File: src/rtl/i2c_target_reg_bank.sv
// I2C target with a NUM_REGS x 8 register bank, register pointer and write strobe.
// Optional feature: define I2C_AUTO_INC_EN to advance the pointer after each data byte.

module i2c_line_filter #(
    parameter int FILTER_LEN = 3
) (
    input  logic clk,
    input  logic rst,
    input  logic raw,
    output logic filt
);
    logic [1:0] sync;
    logic [3:0] cnt;

    // A new level is accepted only once the synced input has held it for FILTER_LEN clk.
    always_ff @(posedge clk) begin
        if (rst) begin
            sync <= 2'b11;
            filt <= 1'b1;
            cnt  <= '0;
        end else begin
            sync <= {sync[0], raw};
            if (sync[1] == filt) begin
                cnt <= '0;
            end else if (cnt == 4'(FILTER_LEN - 1)) begin
                filt <= sync[1];
                cnt  <= '0;
            end else begin
                cnt <= cnt + 4'd1;
            end
        end
    end
endmodule

module i2c_target_reg_bank #(
    parameter logic [6:0] I2C_ADDR   = 7'h70,
    parameter int         NUM_REGS   = 16,
    parameter int         FILTER_LEN = 3,
    localparam int        PTR_W      = (NUM_REGS > 1) ? $clog2(NUM_REGS) : 1
) (
    input  logic                  clk,
    input  logic                  rst,
    input  logic                  scl_i,
    input  logic                  sda_i,
    output logic                  sda_oe,
    output logic [NUM_REGS*8-1:0] regs_o,
    output logic                  wr_pulse_o,
    output logic [PTR_W-1:0]      wr_addr_o,
    output logic                  busy_o
);
    typedef enum logic [3:0] {
        IDLE, ADDR, ADDR_ACK, PTR, PTR_ACK, WDATA, WDATA_ACK, RDATA, RDATA_MACK
    } state_t;

    state_t           state, state_n;
    logic [1:0]       line_raw, line_filt;
    logic             scl_f, sda_f, scl_q, sda_q;
    logic             start, stop, scl_rise, scl_fall;
    logic [3:0]       bit_cnt, bit_cnt_n;
    logic [7:0]       rx_byte, rx_byte_n, tx_byte, tx_byte_n;
    logic [PTR_W-1:0] ptr, ptr_n, ptr_inc, ptr_adv;
    logic             rw, rw_n, mack, mack_n;
    logic             sda_oe_n, busy_n, wr_en;
    logic [7:0]       mem [NUM_REGS];

    assign line_raw = {scl_i, sda_i};
    for (genvar i = 0; i < 2; i++) begin : g_filt
        i2c_line_filter #(.FILTER_LEN(FILTER_LEN)) u_filt (
            .clk  (clk),
            .rst  (rst),
            .raw  (line_raw[i]),
            .filt (line_filt[i])
        );
    end
    assign {scl_f, sda_f} = line_filt;

    assign start    = scl_f & scl_q & sda_q & ~sda_f;
    assign stop     = scl_f & scl_q & ~sda_q & sda_f;
    assign scl_rise = scl_f & ~scl_q;
    assign scl_fall = ~scl_f & scl_q;

    assign ptr_inc = (ptr == PTR_W'(NUM_REGS - 1)) ? '0 : ptr + PTR_W'(1);
`ifdef I2C_AUTO_INC_EN
    assign ptr_adv = ptr_inc;
`else
    assign ptr_adv = ptr;
`endif

    for (genvar k = 0; k < NUM_REGS; k++) begin : g_out
        assign regs_o[8*k +: 8] = mem[k];
    end

    always_comb begin
        state_n   = state;
        bit_cnt_n = bit_cnt;
        rx_byte_n = rx_byte;
        tx_byte_n = tx_byte;
        ptr_n     = ptr;
        rw_n      = rw;
        mack_n    = mack;
        sda_oe_n  = sda_oe;
        busy_n    = busy_o;
        wr_en     = 1'b0;
        if (start) begin
            state_n   = ADDR;
            bit_cnt_n = '0;
            sda_oe_n  = 1'b0;
        end else if (stop) begin
            state_n   = IDLE;
            bit_cnt_n = '0;
            sda_oe_n  = 1'b0;
            busy_n    = 1'b0;
        end else if (scl_rise) begin
            case (state)
                ADDR, PTR, WDATA:
                    if (bit_cnt != 4'd8) begin
                        rx_byte_n = {rx_byte[6:0], sda_f};
                        bit_cnt_n = bit_cnt + 4'd1;
                    end
                RDATA:
                    if (bit_cnt != 4'd8) bit_cnt_n = bit_cnt + 4'd1;
                RDATA_MACK: mack_n = sda_f;
                default: ;
            endcase
        end else if (scl_fall) begin
            // All SDA output changes happen here, while SCL is low.
            case (state)
                ADDR:
                    if (bit_cnt == 4'd8) begin
                        if (rx_byte[7:1] == I2C_ADDR) begin
                            state_n  = ADDR_ACK;
                            rw_n     = rx_byte[0];
                            sda_oe_n = 1'b1;
                            busy_n   = 1'b1;
                        end else begin
                            state_n = IDLE;
                            busy_n  = 1'b0;
                        end
                    end
                ADDR_ACK: begin
                    bit_cnt_n = '0;
                    if (rw) begin
                        state_n   = RDATA;
                        tx_byte_n = mem[ptr];
                        sda_oe_n  = ~mem[ptr][7];
                    end else begin
                        state_n  = PTR;
                        sda_oe_n = 1'b0;
                    end
                end
                PTR:
                    if (bit_cnt == 4'd8) begin
                        if (int'(rx_byte) < NUM_REGS) begin
                            ptr_n    = rx_byte[PTR_W-1:0];
                            sda_oe_n = 1'b1;
                            state_n  = PTR_ACK;
                        end else begin
                            state_n = IDLE;
                            busy_n  = 1'b0;
                        end
                    end
                PTR_ACK: begin
                    sda_oe_n  = 1'b0;
                    bit_cnt_n = '0;
                    state_n   = WDATA;
                end
                WDATA:
                    if (bit_cnt == 4'd8) begin
                        wr_en    = 1'b1;
                        sda_oe_n = 1'b1;
                        state_n  = WDATA_ACK;
                    end
                WDATA_ACK: begin
                    sda_oe_n  = 1'b0;
                    bit_cnt_n = '0;
                    ptr_n     = ptr_adv;
                    state_n   = WDATA;
                end
                RDATA:
                    if (bit_cnt == 4'd8) begin
                        sda_oe_n = 1'b0;
                        state_n  = RDATA_MACK;
                    end else begin
                        tx_byte_n = {tx_byte[6:0], 1'b0};
                        sda_oe_n  = ~tx_byte[6];
                    end
                RDATA_MACK:
                    if (!mack) begin
                        ptr_n     = ptr_adv;
                        tx_byte_n = mem[ptr_adv];
                        sda_oe_n  = ~mem[ptr_adv][7];
                        bit_cnt_n = '0;
                        state_n   = RDATA;
                    end else begin
                        state_n = IDLE;
                        busy_n  = 1'b0;
                    end
                default: ;
            endcase
        end
    end

    always_ff @(posedge clk) begin
        if (rst) begin
            state      <= IDLE;
            scl_q      <= 1'b1;
            sda_q      <= 1'b1;
            bit_cnt    <= '0;
            rx_byte    <= '0;
            tx_byte    <= '0;
            ptr        <= '0;
            rw         <= 1'b0;
            mack       <= 1'b1;
            sda_oe     <= 1'b0;
            busy_o     <= 1'b0;
            wr_pulse_o <= 1'b0;
            wr_addr_o  <= '0;
        end else begin
            state      <= state_n;
            scl_q      <= scl_f;
            sda_q      <= sda_f;
            bit_cnt    <= bit_cnt_n;
            rx_byte    <= rx_byte_n;
            tx_byte    <= tx_byte_n;
            ptr        <= ptr_n;
            rw         <= rw_n;
            mack       <= mack_n;
            sda_oe     <= sda_oe_n;
            busy_o     <= busy_n;
            wr_pulse_o <= wr_en;
            if (wr_en) wr_addr_o <= ptr;
        end
    end

    always_ff @(posedge clk) begin
        if (rst) begin
            for (int k = 0; k < NUM_REGS; k++) mem[k] <= '0;
        end else if (wr_en) begin
            mem[ptr] <= rx_byte;
        end
    end
endmodule

File: config.mk
export PLATFORM = sky130hd
export DESIGN_NAME = i2c_target_reg_bank
export DESIGN_NICKNAME = d
export VERILOG_FILES = /design/src/rtl/i2c_target_reg_bank.sv
export SDC_FILE = /design/constraint.sdc
export NUM_CORES = 1
export LEC_CHECK = 0
export BUFFER_PORTS_ARGS = -buffer_cell sky130_fd_sc_hd__buf_2
export CORE_UTILIZATION = 51
export DETAILED_ROUTE_END_ITERATION = 16
export HOLD_SLACK_MARGIN = 0.02
export PLACE_DENSITY = 0.72
export SLEW_MARGIN = 10
export SYNTH_ARGS = -nofsm -noshare
export SYNTH_HDL_FRONTEND = slang
export SYNTH_SLANG_ARGS = --single-unit
File: constraint.sdc
create_clock -name clk -period 2.3 [get_ports clk]
set_input_delay 0.23 -clock clk [delete_from_list [all_inputs] [get_ports clk]]
set_output_delay 0.23 -clock clk [all_outputs]
set_load 0.02 [all_outputs]
==> impl_metrics.py <==
metrics = {
    "synthesis": {
        "synth.most_common_cell": "and2_1",
        "synth_warnings": 0,
        "synth_area_per_cell_um2": 12.6,
        "synth_edf_count": 128,
        "async_reset_ff_share_pct": 0,
        "synth_area_um2": 8600,
        "synth_ff_type": "edfxtp_1",
        "syn_inst": 685,
        "seq_area_frac_synth_pct": 57.7,
        "synth_top_area_share_pct": 44.7,
        "syn_nets": 698,
        "yosysUniqueCellTypes": 59,
        "synth_top_cell_by_area": "edfxtp_1",
        "synth.top_cells.by_area": "edfxtp_1 45%, dfxtp_1 13%, and2_1 9.4%",
        "synth_top_cells_by_count": "129 x and2_1, 128 x edfxtp_1, 58 x nor2_1, 56 x dfxtp_1, 40 x clkbuf_1",
        "ys_ff_latch": 184,
    },
    "clock_network": {
        "clk_latency_ps": 440,
        "cts_sinks": 184,
        "cts_tree": "yes",
        "root_buffer": "clkbuf_16",
        "cts_buffers": 17,
        "clk_pin_slew_ps": 70,
        "cts_buffer_depth": 2,
        "h-tree-depth": 4,
    },
    "layout": {
        "synthToLayoutAreaGrowth_pct": 22.6,
        "nets": 873,
        "drive_gt1_share_pct": 33.9,
        "finalNonFillerCells": 1093,
        "diodes": 0,
    },
    "timing": {
        "period_minus_slack_ps": 2220,
        "slew_headroom_pct": 40.6,
        "maxSlewViolCount": 0,
        "period_share_pct": 96.7,
        "tightest_slew_ps": 890,
        "timing.fmax_mhz": 450,
        "setup_tns_ps": 0,
        "setup_violations": 0,
        "rsz0062_at_grt": "false",
        "report.final.hold_viol_count": 0,
        "fin_skew_ps": 16.4,
    },
    "global_route": {
        "grt_max_degree": 57,
        "grt_pass1_vias": 6285,
        "grt_usage_pct": 28.3,
        "grt_pass1_wl_um": 36500,
        "gr-total-overflow": 0,
        "antenna_found_initial": 0,
    },
    "pwr": {
        "power.internal_mw": 5.34,
        "ir_drop_mv": 0.549,
        "power.leakage_nw": 4.13,
        "combPwrFrac_pct": 6.3,
        "pwr-share-clk_pct": 41.1,
        "power_density_nw_per_um2": 675,
        "seqPwrFrac_pct": 52.6,
        "switchingPower_mw": 1.77,
        "power.total_mw": 7.11,
        "switching_share_pct": 24.8,
    },
    "floorplan": {
        "rows": 47,
        "core_area_um2": 16500,
        "io_pins": 139,
        "die_width_um": 132,
        "dieArea_um2": 17400,
        "die_y_um": 132,
        "initial_core_util_pct": 52.0,
    },
    "worst_setup_path": {
        "worstPathRequired_ps": 2670,
        "critical_path.startpoint_type": "flop",
        "crit_slowest_cell": "mux4_1",
        "max_stage_delay_ps": 570,
        "critPathMaxFanout": 9,
        "path_class": "flop to flop",
        "crit_path_cell_trace": "mux4_1 > mux4_2 > a2111o_1 > o211ai_1 > o211a_1",
        "crit_buf_inv": 0,
        "critPathArrivalTime_ps": 2600,
        "crit_family": "multiplexers",
        "end_kind": "flop",
    },
    "min_path": {
        "hp-start": "rst",
        "worstHoldPathType": "input pin to flop",
    },
    "status": {
        "status": "completed",
    },
    "flow_run": {
        "maxCapViolCount": 0,
    },
    "routing": {
        "detail_route.iter0.violations": 571,
        "drt-wirelength-per-cell_um": 22.1,
        "drt-vias-per-instance": 5.84,
        "drc": 0,
        "met3_length_um": 1860,
        "ant_nets": 0,
        "route.top_layer_used": "met4",
        "totalWireLength_um": 24100,
        "vias": 6380,
        "wl_met2_um": 12000,
        "met1_length_um": 9570,
        "dr.pass1.iters": 6,
    },
    "placed_design": {
        "placed_cells": 1058,
        "portBuffers": 138,
        "gp_congestion": 0.911,
        "hpwl_um": 17300,
    },
}
[power groups by stage]
| stage | Clock, mW | Combinational (mW) | Sequential [mW] |
|---|---|---|---|
| after detailed placement | 0 | 0.436 | 3.81 |
| final | 2.93 | 0.447 | 3.74 |
| after global routing | 3.08 | 0.465 | 3.75 |
| after CTS | 2.96 | 0.440 | 3.74 |
| after global placement | 0 | 0.431 | 3.81 |
| after floorplan | 0 | 0.116 | 3.93 |
[worst paths after layout]
kind,endpoint,slack (ps),depth (start not counted)
setup / recovery,sda_oe,80,5
hold / removal,bit_cnt[3],400,6
setup reg to reg,sda_oe,80,5
hold reg to reg,g_filt[0].u_filt.sync[1],410,1
[layer usage]
layer	GRT usage [%]	vias to the layer above
met2	46.8	334
met4	12.3	0
met3	6.54	57
li1	-	2843
met5	0	-
met1	35.8	3146
[sequential cells by signal, indices dropped and copies added, names as in the netlist, named ones only]
register / count
rw: 1
ptr: 4
g_filt.u_filt.cnt: 8
wr_pulse_o: 1
busy_o: 1
tx_byte: 7
mack: 1
sda_oe: 1
state: 4
scl_q: 1
bit_cnt: 4
wr_addr_o: 4
mem: 128
g_filt.u_filt.filt: 2
rx_byte: 8
g_filt.u_filt.sync: 4
sda_q: 1
[cells by family (layout without fill, tap and decap cells)]
logic type / count (synthesis) / after routing / share of synthesized area, %
fa+ha+maj: 9 / 9 / 1.31
simple gates: 299 / 299 / 20.0
compound gates: 64 / 64 / 5.15
flops: 184 / 184 / 57.7
xor+xnor: 9 / 9 / 0.917
mux: 63 / 63 / 12.2
buf+inv: 57 / 245 / 2.63
[metrics by stage]
step           setup WS, ps  cell area (um2)  hold WS, ps  util, %
6_report               76.3            10500          400     63.8
5_1_grt               0.251            10500          406     63.8
4_1_cts                2.84            10500          365     63.4
3_5_place_dp           15.5             9880          394     59.8
3_3_place_gp           57.1             9880          400     59.8
2_1_floorplan          58.1             8620          334        -
[layout by cell type (no fill, tap or decap), types with 4 or more instances in the layout]
master	Yosys	layout
inv_1	9	9
ha_1	9	9
nor2_1	58	56
nand3b_1	5	5
and3_1	4	4
and3b_1	4	4
buf_2	4	138
nand2b_1	9	9
or2_4	0	12
a21oi_1	15	15
edfxtp_1	128	128
clkbuf_16	0	17
mux4_1	5	5
buf_4	0	63
nand4_1	4	4
and2_1	129	129
o21ai_0	11	11
xnor2_1	4	4
mux4_2	27	27
a211oi_1	7	7
nor3_1	13	9
nand2_1	12	12
or2_2	22	10
xor2_1	5	5
nand4b_1	4	4
mux2i_1	30	30
nand3_1	11	11
dfxtp_1	56	54
nor2b_1	6	6
inv_6	0	4
[cell type report]
cell class / count / area (um2)
sequential: 184 / 4970
fill: 1285 / 5980
multi-input combinational: 444 / 3470
clock buffer: 18 / 429
tap: 220 / 275
timing repair buffer: 204 / 1200
clock inverter: 14 / 156
inverter: 9 / 33.8
[worst min-delay path, delay by kind of cell]
kind / cells / cell delay [ps]
buf+inv: 3 / 390
simple gates: 2 / 130
compound gates: 1 / 40
[repair_timing]
item | 4_1_cts | 5_1_grt
hold buffers | 2 | 0
gates resized for setup | 0 | 19
buffers inserted | 0 | 1
endpoints found under the hold margin | 2 | 0
setup endpoints to repair | 0 | 140
Note: power is estimated with default switching activity, not from simulation.
